## src/rtl/voice_allocator.sv

```systemverilog
// voice_allocator: sequential voice scheduler feeding the per-channel
// oscillator/envelope voices in front of multi_channel_mixer.
// Requests are accepted one at a time in IDLE. Each request then spends
// NUM_VOICES cycles in SCAN, examining one voice per cycle, and one cycle in
// COMMIT, where the result is applied.
// Voice choice for note-on: retrigger a gated voice already playing the same
// note, else take the lowest free voice, else steal the oldest voice.
//
// Ports:
//   clk, rst      system clock, synchronous active-high reset
//   req_valid     request present
//   req_ready     allocator can accept a request this cycle
//   req_on        1 = note-on, 0 = note-off
//   req_note      note number
//   sustain       sustain pedal (only with VOICE_ALLOC_SUSTAIN_EN)
//   gate          per-voice gate (registered)
//   voice_note    per-voice note, voice v at [v*NOTE_BITS +: NOTE_BITS] (registered)
//   trig          one-cycle retrigger pulse on the allocated voice
//   steal         one-cycle pulse when a gated voice was evicted
//   active_count  popcount of gate
//
// Optional feature macro: VOICE_ALLOC_SUSTAIN_EN (sustain pedal with held voices).
module voice_allocator #(
  parameter int NUM_VOICES = 12,
  parameter int NOTE_BITS  = 7
) (
  input  logic                              clk,
  input  logic                              rst,
  input  logic                              req_valid,
  output logic                              req_ready,
  input  logic                              req_on,
  input  logic [NOTE_BITS-1:0]              req_note,
`ifdef VOICE_ALLOC_SUSTAIN_EN
  input  logic                              sustain,
`endif
  output logic [NUM_VOICES-1:0]             gate,
  output logic [NUM_VOICES*NOTE_BITS-1:0]   voice_note,
  output logic [NUM_VOICES-1:0]             trig,
  output logic                              steal,
  output logic [$clog2(NUM_VOICES+1)-1:0]   active_count
);

  localparam int IW = $clog2(NUM_VOICES);
  localparam int AW = $clog2(NUM_VOICES);
  localparam int CW = $clog2(NUM_VOICES+1);
  localparam logic [AW-1:0] AGE_MAX  = AW'(NUM_VOICES-1);
  localparam logic [IW-1:0] IDX_LAST = IW'(NUM_VOICES-1);

  typedef enum logic [1:0] {IDLE, SCAN, COMMIT} state_t;

  state_t               state;
  logic [IW-1:0]        idx;
  logic                 on_q;
  logic [NOTE_BITS-1:0] note_q;
  logic [NOTE_BITS-1:0] notes [NUM_VOICES];
  logic [AW-1:0]        ages  [NUM_VOICES];

  logic                 match_found;
  logic                 free_found;
  logic [IW-1:0]        match_idx;
  logic [IW-1:0]        free_idx;
  logic [IW-1:0]        old_idx;
  logic [AW-1:0]        old_age;
  logic [IW-1:0]        target;
  logic                 pending_release;

`ifdef VOICE_ALLOC_SUSTAIN_EN
  logic [NUM_VOICES-1:0] held;
  logic                  sustain_q;
  logic                  pending;
  assign pending_release = pending;
`else
  assign pending_release = 1'b0;
`endif

  // A pending sustain release occupies one IDLE cycle, so no accept then.
  assign req_ready = (state == IDLE) && !pending_release;

  always_comb begin
    target = old_idx;
    if (match_found)     target = match_idx;
    else if (free_found) target = free_idx;
  end

  always_comb begin
    voice_note   = '0;
    active_count = '0;
    for (int unsigned i = 0; i < NUM_VOICES; i++) begin
      voice_note[i*NOTE_BITS +: NOTE_BITS] = notes[i];
      active_count = active_count + CW'(gate[i]);
    end
  end

  always_ff @(posedge clk) begin
    if (rst) begin
      state       <= IDLE;
      idx         <= '0;
      on_q        <= 1'b0;
      note_q      <= '0;
      gate        <= '0;
      trig        <= '0;
      steal       <= 1'b0;
      match_found <= 1'b0;
      free_found  <= 1'b0;
      match_idx   <= '0;
      free_idx    <= '0;
      old_idx     <= '0;
      old_age     <= '0;
      for (int unsigned i = 0; i < NUM_VOICES; i++) begin
        notes[i] <= '0;
        ages[i]  <= '0;
      end
`ifdef VOICE_ALLOC_SUSTAIN_EN
      held      <= '0;
      sustain_q <= 1'b0;
      pending   <= 1'b0;
`endif
    end else begin
      trig  <= '0;
      steal <= 1'b0;

      unique case (state)
        IDLE: begin
`ifdef VOICE_ALLOC_SUSTAIN_EN
          if (pending) begin
            gate <= gate & ~held;
            held <= '0;
          end else
`endif
          if (req_valid) begin
            on_q        <= req_on;
            note_q      <= req_note;
            idx         <= '0;
            match_found <= 1'b0;
            free_found  <= 1'b0;
            match_idx   <= '0;
            free_idx    <= '0;
            old_idx     <= '0;
            old_age     <= '0;
            state       <= SCAN;
          end
        end

        SCAN: begin
          if (!match_found && gate[idx] && (notes[idx] == note_q)) begin
            match_found <= 1'b1;
            match_idx   <= idx;
          end
          if (!free_found && !gate[idx]) begin
            free_found <= 1'b1;
            free_idx   <= idx;
          end
          // Strict compare keeps the lowest index on equal ages.
          if (ages[idx] > old_age) begin
            old_age <= ages[idx];
            old_idx <= idx;
          end
          if (idx == IDX_LAST) state <= COMMIT;
          else                 idx   <= idx + 1'b1;
        end

        COMMIT: begin
          state <= IDLE;
          if (on_q) begin
            // Age every gated voice, then the later assignment to the target
            // voice overrides its own increment with zero.
            for (int unsigned i = 0; i < NUM_VOICES; i++) begin
              if (gate[i] && (ages[i] != AGE_MAX)) ages[i] <= ages[i] + 1'b1;
            end
            gate[target]  <= 1'b1;
            notes[target] <= note_q;
            ages[target]  <= '0;
            trig[target]  <= 1'b1;
            steal         <= !match_found && !free_found;
`ifdef VOICE_ALLOC_SUSTAIN_EN
            held[target]  <= 1'b0;
`endif
          end else if (match_found) begin
`ifdef VOICE_ALLOC_SUSTAIN_EN
            if (sustain) begin
              held[match_idx] <= 1'b1;
            end else begin
              gate[match_idx] <= 1'b0;
              held[match_idx] <= 1'b0;
            end
`else
            gate[match_idx] <= 1'b0;
`endif
          end
        end

        default: state <= IDLE;
      endcase

`ifdef VOICE_ALLOC_SUSTAIN_EN
      sustain_q <= sustain;
      // A new falling edge wins over clearing, so it is never lost.
      if (sustain_q && !sustain)           pending <= 1'b1;
      else if ((state == IDLE) && pending) pending <= 1'b0;
`endif
    end
  end

endmodule

```

## config.mk

```make
export PLATFORM = sky130hd
export DESIGN_NAME = voice_allocator
export DESIGN_NICKNAME = d
export VERILOG_FILES = /design/src/rtl/voice_allocator.sv
export SDC_FILE = /design/constraint.sdc
export NUM_CORES = 1
export LEC_CHECK = 0
export BUFFER_PORTS_ARGS = -buffer_cell sky130_fd_sc_hd__buf_4
export CORE_ASPECT_RATIO = 1.5
export CORE_UTILIZATION = 40
export CTS_CLUSTER_DIAMETER = 100
export DETAILED_ROUTE_END_ITERATION = 8
export SYNTH_ARGS = -nofsm -noshare
export SYNTH_HDL_FRONTEND = slang
export SYNTH_SLANG_ARGS = --single-unit
export TNS_END_PERCENT = 100
```

## constraint.sdc

```tcl
create_clock -name clk -period 9.7 [get_ports clk]
set_clock_uncertainty 0.05 [all_clocks]
set_input_delay 0.97 -clock clk [delete_from_list [all_inputs] [get_ports clk]]
set_output_delay 0.97 -clock clk [all_outputs]
set_load 0.01 [all_outputs]
```

==> summary.md <==
| Metric | Value |
|---|---|
| Status | `complete, no violations` |
| Drt pass-1 iters | `5` |
| Reg2Reg Depth | `12` |
| CP max FO | `4` |
| Via density | `5.39` |
| Hold-fix buffer count after cts | `0` |
| Port Buffers | `between 100 and 150` |
| Fmax | `around 200 MHz` |
| PD cells | `164 mW/mm2` |
| Final net count | `~1.0k` |
| Yosys cell types | `56` |
| First-pass GRT wire length | `42,900 um` |
| Setup crit end kind | `primary output` |
| CTS H-tree lvls | `1` |
| CTS tree | `yes` |
| Pwr Total | `between 2 and 2.5 mW` |
| VDD IR max | `around 0.00013 V` |
| Worst Setup Start Kind | `register` |
| Initial antenna violation count | `0` |
| Syn_area_per_cell | `11.9 um2` |
| Share of layout cells above drive strength 1 | `22.8%` |
| Num CTS Buffers | `22` |
| RSZ-0062 raised after global routing | `false` |
| Fillers | `roughly 2.3k` |
| Num rows | `71` |
| CP arrival | `approximately 3900 ps` |
| Synth area leader | `edfxtp_1` |
| Slew HR | `32.2%` |
| Die Footprint | `roughly 0.027 mm2` |
| IO Count | `between 100 and 150` |
| Post-synth EDFFs | `~110` |
| Worst path required time | `between 8000 and 9000 ps` |
| Top cells by area, synth | `edfxtp_1 32%, dfxtp_1 21%, mux4_2 6.9%` |
| Worst r2r dst | `old_idx[3]` |
| P&R area growth vs syn | `18.1%` |
| Ys async rst share | `0%` |
| Mapped Nets | `just over 900` |
| Register area share after synthesis | `a little over half` |
| Synthesis Warnings | `0` |
| Primary FF master, synth | `edfxtp_1` |
| Clock Tree Root | `clkbuf_16` |
| Initial Util | `between 40% and 50%` |
| Vias | `a little over 7k` |
| Routability cong. | `0.858` |
| Syn Std Cell Area | `between 0.01 and 0.015 mm2` |
| DRC viols | `0` |
| CTS max path bufs | `3` |
| Reg2reg setup slack | `about 6300 ps` |
| Gr usage total | `between 20% and 30%` |
| Routed Antenna Nets | `0` |
| Clock sink count | `about 220` |
| Reg clk slew, reported paths | `60 ps` |
| Hpwl dp | `20,100 um` |
| Clk Latency, worst-skew pair | `around 500 ps` |
| Vias in the first global route | `7,373` |
| Fin. Hold Viols | `0` |
| CP Class | `register to primary output` |
| Core footprint | `about 0.025 mm2` |
| Period utilisation layout | `50.4%` |
| Hold Path End | `old_idx[0]` |
| Yosys reg bits | `approximately 220` |
| Final core utilization | `approximately half` |
| Worst min-delay path category | `register to register` |
| # resized after CTS | `0` |
| Chip height | `roughly 200 um` |
| Fin crit period | `between 4000 and 5000 ps` |
| Postcts setup bufs | `0` |
| WHS Path Cells | `2` |
| Maximum capacitance violations | `0` |
| Post-Route WL | `between 20,000 and 30,000 um` |
| Worst slew pin tran | `between 1000 and 1500 ps` |
| Setup-failing EPs final | `0` |
| Static Leak | `about 4.6 nW` |
| Inserted Diodes | `0` |
| Total gr overflow | `0` |
| Post-synth top area share | `32.4%` |
| Syn Inst Count | `between 800 and 900` |
| Total Neg Setup Slack | `0 ps` |
| WL per Instance | `about 21 um` |
| Hold Crit Start | `old_idx[0]` |
| Largest net degree at the start of global routing | `between 70 and 80` |
| 1st-iter DRT viols | `374` |
| Count of pins over their slew limit | `0` |
| Die span in x | `about 130 um` |
[how the worst max path moves through the flow]
stage          startpoint  depth (start not counted)  slack (ps)         endpoint
6_report          gate[0]                         10        4810  active_count[2]
5_1_grt           gate[0]                         10        4620  active_count[2]
4_1_cts           gate[0]                         10        4780  active_count[2]
3_5_place_dp      gate[0]                         10        5320  active_count[2]
3_3_place_gp      gate[0]                         10        5390  active_count[2]
2_1_floorplan     gate[0]                          9        5470  active_count[2]
[cells in the final DEF (no fill, tap or decap), types with 4 or more instances in the layout]
master and n:
a21oi_1 33, a311oi_1 10, and2_1 76, and3_1 6
buf_4 129, clkbuf_1 4, clkbuf_16 23, clkinv_2 6
dfxtp_1 107, edfxtp_1 112, fa_1 7, ha_1 21
inv_1 33, mux2i_1 43, mux4_1 9, mux4_2 32
nand2_1 60, nand2b_1 10, nand3_1 9, nand3b_1 8
nand4_1 13, nor2_1 74, nor2b_1 4, nor3_1 35
o21a_1 5, o21ai_0 16, o22ai_1 4, or2_2 14
xnor2_1 24, xor2_1 19
[worst max-delay path, cell delays in order (launching register included)]
cell and delay [ps]:
dfxtp_1 370, inv_1 100, fa_1 500, fa_1 530
fa_1 440, fa_1 510, inv_1 50, ha_1 200
fa_1 380, xor2_1 150, buf_4 140
[per-layer routing]
layer | global-route usage, % | routed length [um] | vias up
li1 | - | - | 3324
met1 | 24.6 | 10900 | 3534
met2 | 40.7 | 15000 | 200
met3 | 2.61 | 1160 | 39
met4 | 6.40 | 661 | 0
met5 | 0 | 0 | -
[area by class of cell]
class	instances	area (um2)	share of cell area (%)
inverter	33	124	1.01
clock inverter	10	128	1.04
timing repair buffer	129	968	7.91
clock buffer	30	632	5.16
tap	328	410	3.35
sequential	221	5550	45.3
multi-input combinational	566	4440	36.2
[cell families after synthesis]
| logic type | after synthesis | synth area share, % |
|---|---|---|
| and+or+nand+nor | 317 | 15.6 |
| adders and majority gates | 28 | 3.88 |
| DFF | 221 | 53.4 |
| AOI/OAI and AO/OA | 91 | 5.88 |
| buffers and inverters | 83 | 3.77 |
| muxes | 85 | 13.5 |
| xor gates and xnor gates | 45 | 3.94 |
[power breakdown]
part	switching, mW	total, mW	internal [mW]	leakage (nW)
sequential	0.0210	1.02	0.995	2.00
clock	0.356	0.893	0.537	0.376
combinational	0.0607	0.104	0.0437	2.25
total	0.438	2.01	1.58	4.63
[stage by stage]
| stage | cell area [um2] | setup slack [ps] | hold WS, ps | instances |
|---|---|---|---|---|
| after floorplan | 10400 | 5470 | 393 | 870 |
| after global placement | 11500 | 5390 | 403 | 1277 |
| after detailed placement | 11500 | 5320 | 409 | 1277 |
| after CTS | 12200 | 4780 | 416 | 1317 |
| after global routing | 12200 | 4620 | 439 | 1317 |
| final | 12200 | 4810 | 415 | 1317 |
[flip-flops by register name (all words and copies together), names as in the netlist, 4 cells and up, named ones only]
signal and flops:
ages 48, free_idx 4, gate 12, idx 4
match_idx 4, note_q 7, notes 112, old_age 4
old_idx 4, trig 12
[cell usage after synthesis, drive strengths merged (5+ instances only)]
| cell | number |
|---|---|
| a21oi | 33 |
| a311oi | 10 |
| and2 | 77 |
| and3 | 6 |
| buf | 15 |
| clkbuf | 34 |
| dfxtp | 109 |
| edfxtp | 112 |
| fa | 7 |
| ha | 21 |
| inv | 33 |
| mux2i | 43 |
| mux4 | 41 |
| nand2 | 61 |
| nand2b | 10 |
| nand3 | 9 |
| nand3b | 8 |
| nand4 | 13 |
| nor2 | 75 |
| nor3 | 35 |
| o21a | 5 |
| o21ai | 18 |
| or2 | 14 |
| xnor2 | 26 |
| xor2 | 19 |
(Power assumes the default switching activity.)
